$ cat config.mk
export PLATFORM = sky130hd
export DESIGN_NAME = mcp_neuron_node_flat
export DESIGN_NICKNAME = d
export VERILOG_FILES = /design/src/rtl/mcp_neuron_node_if.sv /design/src/rtl/mcp_neuron_node.sv /design/src/flat_wrapper.sv
export SDC_FILE = /design/constraint.sdc
export NUM_CORES = 1
export LEC_CHECK = 0
export CORE_AREA = 2 2 39 41
export CTS_BUF_LIST = sky130_fd_sc_hd__clkbuf_8
export CTS_CLUSTER_DIAMETER = 30
export DETAILED_ROUTE_END_ITERATION = 12
export DIE_AREA = 0 0 41 43
export SLEW_MARGIN = 5
export SYNTH_ARGS = -nofsm -noshare
export SYNTH_HDL_FRONTEND = slang
export SYNTH_SLANG_ARGS = --single-unit
$ cat constraint.sdc
create_clock -name clk -period 2.4 [get_ports clk]
set_input_delay 0.48 -clock clk [delete_from_list [all_inputs] [get_ports clk]]
set_output_delay 0.48 -clock clk [all_outputs]
set_load 0.01 [all_outputs]
$ cat src/rtl/mcp_neuron_node_if.sv
// Signal bundle for the two-input McCulloch-Pitts neuron node.
// master drives en/x/y/inh/Threshold; slave returns fire/sum/valid.
interface mcp_neuron_node_if;
    logic       en;
    logic       x;
    logic       y;
    logic       inh;
    logic [1:0] Threshold;
    logic       fire;
    logic [1:0] sum;
    logic       valid;

    modport master (
        output en,
        output x,
        output y,
        output inh,
        output Threshold,
        input  fire,
        input  sum,
        input  valid
    );

    modport slave (
        input  en,
        input  x,
        input  y,
        input  inh,
        input  Threshold,
        output fire,
        output sum,
        output valid
    );
endinterface

$ cat src/rtl/mcp_neuron_node.sv
// Two-input McCulloch-Pitts threshold neuron with registered fire/sum/valid.
// Ports: clk, rst (sync, active-high), bus (slave: en,x,y,inh,Threshold -> fire,sum,valid).
module mcp_neuron_node (
    input  logic               clk,
    input  logic               rst,
    mcp_neuron_node_if.slave   bus
);

    logic [1:0] s;
    logic       hit;
    logic       fire_next;

    logic       fire_d;
    logic       fire_q;
    logic [1:0] sum_d;
    logic [1:0] sum_q;
    logic       valid_d;
    logic       valid_q;

    // Sum is at most 2, so the 2-bit zero-extended add never overflows.
    // Threshold 3 therefore never fires.
    always_comb begin
        s         = {1'b0, bus.x} + {1'b0, bus.y};
        hit       = (s >= bus.Threshold);
        fire_next = hit & ~bus.inh;
    end

    // Hold state when not enabled so X/Z on idle inputs cannot leak in.
    always_comb begin
        fire_d  = fire_q;
        sum_d   = sum_q;
        valid_d = 1'b0;
        if (bus.en) begin
            fire_d  = fire_next;
            sum_d   = s;
            valid_d = 1'b1;
        end
    end

    always_ff @(posedge clk) begin
        if (rst) begin
            fire_q  <= 1'b0;
            sum_q   <= 2'd0;
            valid_q <= 1'b0;
        end else begin
            fire_q  <= fire_d;
            sum_q   <= sum_d;
            valid_q <= valid_d;
        end
    end

    assign bus.fire  = fire_q;
    assign bus.sum   = sum_q;
    assign bus.valid = valid_q;

endmodule

$ cat src/flat_wrapper.sv
// flat-port wrapper written by rule: the top's interface ports become plain ports
module mcp_neuron_node_flat 
  (clk, rst, bus_en, bus_x, bus_y, bus_inh, bus_Threshold, bus_fire, bus_sum, bus_valid);
  mcp_neuron_node_if bus_i ();
  input  logic clk;
  input  logic rst;
  input wire logic [$bits(bus_i.en)-1:0] bus_en;
  input wire logic [$bits(bus_i.x)-1:0] bus_x;
  input wire logic [$bits(bus_i.y)-1:0] bus_y;
  input wire logic [$bits(bus_i.inh)-1:0] bus_inh;
  input wire logic [$bits(bus_i.Threshold)-1:0] bus_Threshold;
  output wire logic [$bits(bus_i.fire)-1:0] bus_fire;
  output wire logic [$bits(bus_i.sum)-1:0] bus_sum;
  output wire logic [$bits(bus_i.valid)-1:0] bus_valid;
  assign bus_i.en = bus_en;
  assign bus_i.x = bus_x;
  assign bus_i.y = bus_y;
  assign bus_i.inh = bus_inh;
  assign bus_i.Threshold = bus_Threshold;
  assign bus_fire = bus_i.fire;
  assign bus_sum = bus_i.sum;
  assign bus_valid = bus_i.valid;
  mcp_neuron_node u_core (.clk(clk), .rst(rst), .bus(bus_i));
endmodule
==> flow_summary.json <==
{
  "status": "finished, final reports clean",
  "wl_met3_um": 63,
  "critPathLaunchType": "primary input",
  "skew_ns": 0,
  "crit-reg2reg-launch": "u_core.bus.fire",
  "num_vias": 186,
  "grt_pass1_vias": 162,
  "holdWs_ns": 0.496,
  "r2r_slack_ns": 1.58,
  "cts_tree": "done",
  "slew_viol_final": 0,
  "maxSlewHeadroom_pct": 83.4,
  "synth_seq_cells": 4,
  "wl_met1_um": 200,
  "power_density_nw_per_um2": 666,
  "fin_setup_tns_ns": 0,
  "antenna_found_initial": 0,
  "post_cts_buffers": 0,
  "syn_area_um2": 203,
  "dieWidth_um": 41,
  "cp-end-kind": "register",
  "grt_usage_pct": 6.02,
  "placed_cell_area_um2": 333,
  "synth_cell_types": 10,
  "ctsRootBufferMaster": "clkbuf_8",
  "die_h_um": 43,
  "htreeDepth": 1,
  "grt_max_degree": 7,
  "max_cap_viol_count": 0,
  "clock_latency_ns": 0.21,
  "fmax_mhz": 598,
  "io_buffers": 11,
  "cp.required_ns": 2.49,
  "nNetsFinal": 48,
  "path_class": "in2reg",
  "start_util_pct": 14.6,
  "die-area_um2": 1760,
  "wl_per_cell_um": 7.75,
  "period_share_pct": 69.7,
  "grt_pass1_wl_um": 627,
  "antenna_left": 0,
  "fin_ws_ns": 0.728,
  "nFillCells": 153,
  "drt-pass1-iter-count": 2,
  "startpoint": "bus_y",
  "final_common_cell": "clkdlybuf4s50_1",
  "rows": 14,
  "holdCritStartpoint": "u_core.bus.sum[1]",
  "drt_iter0_drc": 3,
  "hold_violations": 0,
  "cp_max_fo": 2,
  "met2_length_um": 131,
  "peakVddDrop_mv": 0.365,
  "syn_avg_cell_area_um2": 9.65,
  "syn-num-nets": 32,
  "regToRegEndpoint": "u_core.bus.fire",
  "power_leakage_uw": 0.000168,
  "synth_cells": 21,
  "final_cell_mix": "11 x clkdlybuf4s50_1, 4 x nor2_1, 4 x dfxtp_1",
  "rr_worst_depth": 3,
  "place_hpwl_um": 325,
  "cts_buffer_depth": 2,
  "gr-total-overflow": 0,
  "place_ws_ns": 0.500,
  "fin_crit_ns": 1.67,
  "ys_warn_count": 0,
  "crit_arrival_ns": 1.76,
  "drc": 0,
  "drive_gt1_share_pct": 14.3,
  "numCtsBuffers": 3,
  "final_area_um2": 374,
  "core-area_um2": 1380,
  "worstMarginPinSlew_ns": 0.248,
  "routabilityCongestion": 0.719,
  "dr.max_layer_used": "met3",
  "setup_viol": 0,
  "diodes": 0,
  "wl_um": 395,
  "via_per_inst": 3.65,
  "cts.hold.buffers_added": 0,
  "rsz0062_at_grt": "false",
  "syn_to_final_growth_pct": 84.6,
  "hold_class": "reg2reg",
  "hold_end": "u_core.bus.sum[1]",
  "post_cts_resized": 0,
  "io_pins": 12,
  "cts_num_sinks": 4,
  "hold_path_depth": 2,
  "path_clk_slew_ns": 0.03,
  "ys_seq_area_share_pct": 39.5
}
-- worst max path at each step --
stage                                 end  slack (ns)  depth (start not counted)
final                     u_core.bus.fire        0.73                          6
after global routing      u_core.bus.fire        0.65                          6
after CTS                 u_core.bus.fire        0.72                          6
after detailed placement  u_core.bus.fire        0.50                          6
after global placement    u_core.bus.fire        0.50                          6
after floorplan           u_core.bus.fire        0.98                          5
-- through the flow --
| stage | instances | util (%) | power (µW) |
|---|---|---|---|
| finish | 51 | 27.0 | 249 |
| global route | 51 | 27.0 | 264 |
| CTS | 51 | 27.0 | 254 |
| detailed placement | 48 | 24.1 | 112 |
| global placement | 48 | 24.1 | 112 |
| floorplan | 21 | - | 87.7 |
-- cell families after synthesis --
kind of cell,share of synthesized area (%)
buf+inv,7.41
simple gates,11.1
compound gates,13.6
mux,9.88
fa+ha+maj,18.5
flops,39.5
-- synth_stat cells (all sizes together) --
cell type / count / area, µm²
dfxtp: 4 / 80.1
inv: 4 / 15.0
nor2: 4 / 15.0
ha: 3 / 37.5
mux2i: 2 / 20.0
a31oi: 1 / 6.26
nor3b: 1 / 7.51
o21ai: 1 / 5.00
o41ai: 1 / 16.3
-- registers in the layout, indices dropped and copies added, names as in the netlist --
register / count
u_core.bus.valid: 1
u_core.bus.fire: 1
u_core.bus.sum: 2
-- routing by layer --
metal  track usage, %  vias up
met4                0        0
met2             5.94       12
met3             9.42        0
li1                 -      100
met1             7.40       74
met5                0        -
-- report_power, final --
part           total, µW  internal [µW]  switching, µW  leakage [µW]
clock network        139            107           32.1     0.0000216
registers           72.3           70.9           1.45     0.0000329
logic               38.1           23.3           14.7      0.000113
total                249            201           48.3      0.000168
-- critical path: stages --
cell	delay, ns
clkdlybuf4s50_1	0.40
ha_1	0.29
inv_1	0.04
ha_1	0.26
o21ai_0	0.21
o41ai_2	0.08
-- cell type report --
class	instances	area [µm²]	share of cell area [%]
Timing Repair Buffer	11	110	29.4
Inverter	4	15.0	4.01
Tap cell	16	20.0	5.35
Sequential cell	4	80.1	21.4
Multi-Input combinational cell	13	108	28.8
Clock buffer	3	41.3	11.0
Note: power is estimated with default switching activity, not from simulation.
